## src/rtl/fibo_scheduler.sv

```systemverilog
// Round-robin front end that time-shares one fibonacci_calculator among N_REQ requesters,
// sequencing clear/settle/start/wait on the calculator and routing the result back to the job owner.
module fibo_scheduler #(
  parameter int N_REQ     = 4,
  parameter int TIMEOUT   = 1023,
  parameter int MAX_INDEX = 24
) (
  input  logic               clk,
  input  logic               reset_n,
  input  logic [N_REQ-1:0]   req,
  input  logic [5*N_REQ-1:0] req_index,
  output logic [N_REQ-1:0]   rsp_valid,
  output logic [15:0]        rsp_data,
  output logic               rsp_err,
  output logic               busy,
  output logic [2:0]         grant_id,
  output logic               calc_reset_n,
  output logic [4:0]         calc_input_s,
  output logic               calc_begin,
  input  logic [15:0]        calc_fibo_out,
  input  logic               calc_done,
  output logic [2:0]         dbg_state
);

  // Handshake: requester i holds req[i] high with req_index stable until a single-cycle
  // rsp_valid[i] pulse; rsp_data/rsp_err are meaningful only in that cycle. A job, once
  // granted, always completes even if req[i] falls; only reset aborts it.

  localparam int WCW = $clog2(TIMEOUT + 1);
  localparam logic [WCW-1:0] WAIT_LAST = WCW'(TIMEOUT - 1);
  localparam logic [4:0]     MAX_IDX   = 5'(MAX_INDEX);

  typedef enum logic [2:0] {
    S_IDLE   = 3'd0,
    S_CLR    = 3'd1,
    S_SETTLE = 3'd2,
    S_START  = 3'd3,
    S_WAIT   = 3'd4,
    S_RESP   = 3'd5,
    S_DRAIN  = 3'd6
  } state_t;

  state_t           r_state;
  logic [2:0]       r_ptr;
  logic [4:0]       r_index;
  logic             r_phase;
  logic [WCW-1:0]   r_wait_cnt;

  logic             w_any;
  logic [2:0]       w_gnt;
  logic [4:0]       w_gnt_idx;
  logic [3:0]       w_off;
  logic [3:0]       w_best;
  logic [N_REQ-1:0] w_gnt_1h;
  logic [N_REQ-1:0] w_own_1h;
  logic [2:0]       w_next_ptr;

  // Pick the requester with the smallest circular distance from the pointer.
  always_comb begin
    w_any     = 1'b0;
    w_gnt     = '0;
    w_gnt_idx = '0;
    w_off     = '0;
    w_best    = 4'hf;
    for (int i = 0; i < N_REQ; i++) begin
      if (4'(i) >= {1'b0, r_ptr}) w_off = 4'(i) - {1'b0, r_ptr};
      else                        w_off = 4'(i) + 4'(N_REQ) - {1'b0, r_ptr};
      if (req[i] && (w_off < w_best)) begin
        w_best    = w_off;
        w_any     = 1'b1;
        w_gnt     = 3'(i);
        w_gnt_idx = req_index[5*i +: 5];
      end
    end
  end

  always_comb begin
    w_gnt_1h = '0;
    w_own_1h = '0;
    for (int i = 0; i < N_REQ; i++) begin
      w_gnt_1h[i] = w_any && (w_gnt == 3'(i));
      w_own_1h[i] = (grant_id == 3'(i));
    end
  end

  assign w_next_ptr = (w_gnt == 3'(N_REQ - 1)) ? 3'd0 : w_gnt + 3'd1;
  assign dbg_state  = r_state;

  always_ff @(posedge clk or negedge reset_n) begin
    if (!reset_n) begin
      r_state      <= S_IDLE;
      r_ptr        <= '0;
      r_index      <= '0;
      r_phase      <= 1'b0;
      r_wait_cnt   <= '0;
      rsp_valid    <= '0;
      rsp_data     <= '0;
      rsp_err      <= 1'b0;
      busy         <= 1'b0;
      grant_id     <= '0;
      calc_reset_n <= 1'b0;
      calc_input_s <= '0;
      calc_begin   <= 1'b0;
    end else begin
      case (r_state)
        S_IDLE: begin
          if (w_any) begin
            grant_id <= w_gnt;
            r_ptr    <= w_next_ptr;
            r_index  <= w_gnt_idx;
            busy     <= 1'b1;
            r_phase  <= 1'b0;
            if (w_gnt_idx > MAX_IDX) begin
              // Result would overflow 16 bits: answer at once, calculator untouched.
              r_state   <= S_RESP;
              rsp_valid <= w_gnt_1h;
              rsp_data  <= '0;
              rsp_err   <= 1'b1;
            end else begin
              r_state      <= S_CLR;
              calc_reset_n <= 1'b0;
            end
          end
        end
        S_CLR: begin
          r_phase <= ~r_phase;
          if (r_phase) begin
            r_state      <= S_SETTLE;
            calc_reset_n <= 1'b1;
          end
        end
        S_SETTLE: begin
          r_phase <= ~r_phase;
          if (r_phase) begin
            r_state      <= S_START;
            calc_begin   <= 1'b1;
            calc_input_s <= r_index;
          end
        end
        S_START: begin
          r_phase <= ~r_phase;
          if (r_phase) begin
            r_state    <= S_WAIT;
            calc_begin <= 1'b0;
            r_wait_cnt <= '0;
          end
        end
        S_WAIT: begin
          if (calc_done) begin
            r_state      <= S_RESP;
            rsp_valid    <= w_own_1h;
            rsp_data     <= calc_fibo_out;
            rsp_err      <= 1'b0;
            calc_input_s <= '0;
          end else if (r_wait_cnt == WAIT_LAST) begin
            r_state      <= S_RESP;
            rsp_valid    <= w_own_1h;
            rsp_data     <= '0;
            rsp_err      <= 1'b1;
            calc_input_s <= '0;
          end else begin
            r_wait_cnt <= r_wait_cnt + 1'b1;
          end
        end
        S_RESP: begin
          r_state   <= S_DRAIN;
          rsp_valid <= '0;
          rsp_data  <= '0;
          rsp_err   <= 1'b0;
        end
        S_DRAIN: begin
          r_state <= S_IDLE;
          busy    <= 1'b0;
        end
        default: begin
          r_state <= S_IDLE;
          busy    <= 1'b0;
        end
      endcase
    end
  end

endmodule

```

## config.mk

```make
export PLATFORM = sky130hd
export DESIGN_NAME = fibo_scheduler
export DESIGN_NICKNAME = d
export VERILOG_FILES = /design/src/rtl/fibo_scheduler.sv
export SDC_FILE = /design/constraint.sdc
export NUM_CORES = 1
export LEC_CHECK = 0
export ABC_AREA = 1
export CORE_MARGIN = 3
export CORE_UTILIZATION = 35
export DETAILED_ROUTE_END_ITERATION = 10
export PLACE_DENSITY = 0.73
export RECOVER_POWER = 50
export SYNTH_ARGS = -nofsm -noshare
export SYNTH_HDL_FRONTEND = slang
export SYNTH_SLANG_ARGS = --single-unit
```

## constraint.sdc

```tcl
create_clock -name clk -period 4.9 [get_ports clk]
set_input_delay 0.98 -clock clk [delete_from_list [all_inputs] [get_ports clk]]
set_output_delay 0.98 -clock clk [all_outputs]
set_load 0.02 [all_outputs]
```

==> reports/metrics.yaml <==
cts_hold_buf: 0
fin_area_mm2: 0.004005
grt_max_degree: 53
hp-start: "r_wait_cnt[3]"
num_vias: 2741
rsz0062_at_grt: "no"
ys_warn_count: 0
syn_inst: 395
cts_sinks: 52
drt-wirelength-per-cell_um: 11.60
crit_slowest_cell: "clkdlybuf4s50_1"
first_pass_iters: 5
antenna_cells: 0
crit_path_frequent_cell: "nand2_1"
ios: 78
peakVddDrop_v: 0.0001674
ctsHtreeMaxLevel: 2
yosys.area_share.simple_pct: 32.91
fin_setup_tns_ns: 0
powerDensity_mw_per_mm2: 591.8
postCtsSetupRepairBufs: 0
areaGrowthSynthToFinish_pct: 34.55
io_buffer_count: 76
pwr-share-comb_pct: 54.1
critical_path_class: "in -> reg"
period_share_pct: 90.01
cp.required_ns: 5.08
grt_pass1_wl_um: 11550
antenna_found_initial: 0
p_clk_share_pct: 16.4
critical_path_arrival_ns: 4.59
dieArea_mm2: 0.009647
clkLatencyLatePin_ns: 0.30
start_util_pct: 36.05
drc_errors: 0
cpPeakStageDelay_ns: 0.50
switchingPower_w: 0.001037
core_area_mm2: 0.008258
cts.repair.resized: 0
dr.first_iter.drc_count: 100
place_inst: 574
p_leak_nw: 2.083
regToRegStartpoint: "r_ptr[0]"
seq_power_share_pct: 29.5
final_cell_count_no_fill: 582
ys_seq_area_share_pct: 43.72
cts_buffers: 5
hp-class: "reg -> reg"
die_h_um: 98.22
vias_per_cell: 4.710
ant_nets: 0
synth_compound_area_share_pct: 7.650
worst-r2r-cell-count: 30
synth_top_family_by_area: "simple AND/OR/NAND/NOR gates"
grt_pass1_vias: 2702
rows: 33
root_buffer: "clkbuf_8"
slew_headroom_pct: -75.53
ys_ff_latch: 52
failed_checks: "max-capacitance violations, max-slew violations"
max_freq_mhz: 226.7
final_max_slew_viol_count: 53
synth-adder-area-share_pct: 6.726
finalWeightedCongestion: 0.8575
setup_viol: 0
final_common_cell: "nand2_1"
drt-total-wl_um: 6752
ff2ff_setup_slack_ns: 0.80
worst_pin_slew_ns: 2.633
p_int_w: 0.001334
cap_violations: 1
drive_above_1_share_pct: 6.080
clkTransAtPathRegs_ns: 0.09
grt_use_total_pct: 14.17
avgSynthCellArea_um2: 7.536
fin_skew_ns: 0.008949
cts_tree: "yes"
startpoint_type: "input pin"
synth_cell_types: 29
hold_end: "r_wait_cnt[3]"
dpl_cell_area_mm2: 0.003850
finalPower_w: 0.002370
final_hold_viol_count: 0
dp_hpwl_um: 5323
end_kind: "register"
die_x_um: 98.22
syn-cell-area_mm2: 0.002977
holdPathStages: 1
crit_path_start: "req[0]"
final_util_pct: 48.50
yosys.area_share.xor_xnor_pct: 0.5885
final_cell_mix: "130 x nand2_1, 59 x clkdlybuf4s50_1, 52 x dfrtp_1"
period_minus_slack_ns: 4.411
cts_buffer_depth: 2
r2r_end: "r_ptr[0]"
status: "finished with violations"
crit_fanout: 15
layout.nets: 535
grt_overflow_total: 0
switching_share_pct: 43.74
muxShareOfSynthArea_pct: 0
## state kept, by name, summed over array words and instances (netlist names)
name and count:
calc_begin 1, r_ptr 2, calc_input_s 5, r_wait_cnt 10, busy 1, calc_reset_n 1
rsp_data 16, dbg_state 3, grant_id 2, rsp_valid 4, r_phase 1, rsp_err 1
r_index 5
## cell type report
cell class	instances	area, um^2
sequential	52	1301
clock inverter	3	90.09
clock buffer	5	68.82
multi-input combinational	286	1440
fill	832	4253
timing repair buffer	80	782.0
inverter	51	191.4
tap	105	131.4
## per-layer routing
| metal | vias up | track usage [%] | wire length, um |
|---|---|---|---|
| li1 | 1410 | - | - |
| met1 | 1228 | 17.25 | 3033 |
| met2 | 95 | 24.19 | 3123 |
| met3 | 8 | 3.500 | 507 |
| met4 | 0 | 5.462 | 87 |
| met5 | - | 0 | 0 |
## how the worst max path moves through the flow
stage	endpoint	cells after the start	slack (ns)
after detailed placement	r_ptr[0]	29	0.15
final	r_ptr[0]	29	0.49
after CTS	r_ptr[0]	29	0.48
after global routing	r_ptr[0]	29	0.09
after global placement	grant_id[0]	28	0.39
after floorplan	rsp_data[10]	31	0.85
## power by group through the flow
stage	sequential (W)	clock (W)	combinational, W
floorplan	0.000822	0	0.000752
global placement	0.000705	0	0.00127
detailed placement	0.000708	0	0.00131
CTS	0.000701	0.000400	0.00131
global route	0.000720	0.000418	0.00145
finish	0.000699	0.000390	0.00128
## cells in the mapped netlist
library cell	instances	area, um^2
a211oi_1	1	7.510
a21oi_1	8	40.04
a221oi_1	1	8.760
and3_1	1	6.260
buf_2	2	10.01
buf_4	1	7.510
buf_6	2	22.52
clkbuf_1	4	15.01
conb_1	1	3.750
dfrtp_1	52	1301
ha_1	16	200.2
inv_1	49	183.9
inv_2	2	7.510
nand2_1	130	488.0
nand2_2	7	43.79
nand2_4	5	56.30
nand3_1	41	205.2
nand3b_1	3	22.52
nand4_1	5	31.28
nor2_1	22	82.58
nor2_2	1	6.260
nor3_1	5	25.02
o21a_1	3	22.52
o21ai_0	26	130.1
o21ai_1	1	5.000
o22ai_1	1	6.260
o31ai_1	1	7.510
or2_2	2	12.51
xor2_1	2	17.52
## cell families after synthesis
group | Yosys count
DFF | 52
xor gates and xnor gates | 2
other | 1
adders and majority gates | 16
AOI/OAI and AO/OA | 42
and+or+nand+nor | 222
buffers and inverters | 60
## critical path: cells and delay by family
family	cells	cell delay, ns
compound gates	4	0.42
fa+ha+maj	3	0.79
buf+inv	4	0.89
simple gates	18	1.48
## per-stage QoR
stage | hold slack, ns | setup slack (ns)
floorplan | 0.4336 | 0.8482
global placement | 0.4546 | 0.3875
detailed placement | 0.4560 | 0.1511
CTS | 0.4695 | 0.4773
global route | 0.4885 | 0.09222
finish | 0.4653 | 0.4893
Note: power is estimated with default switching activity, not from simulation.
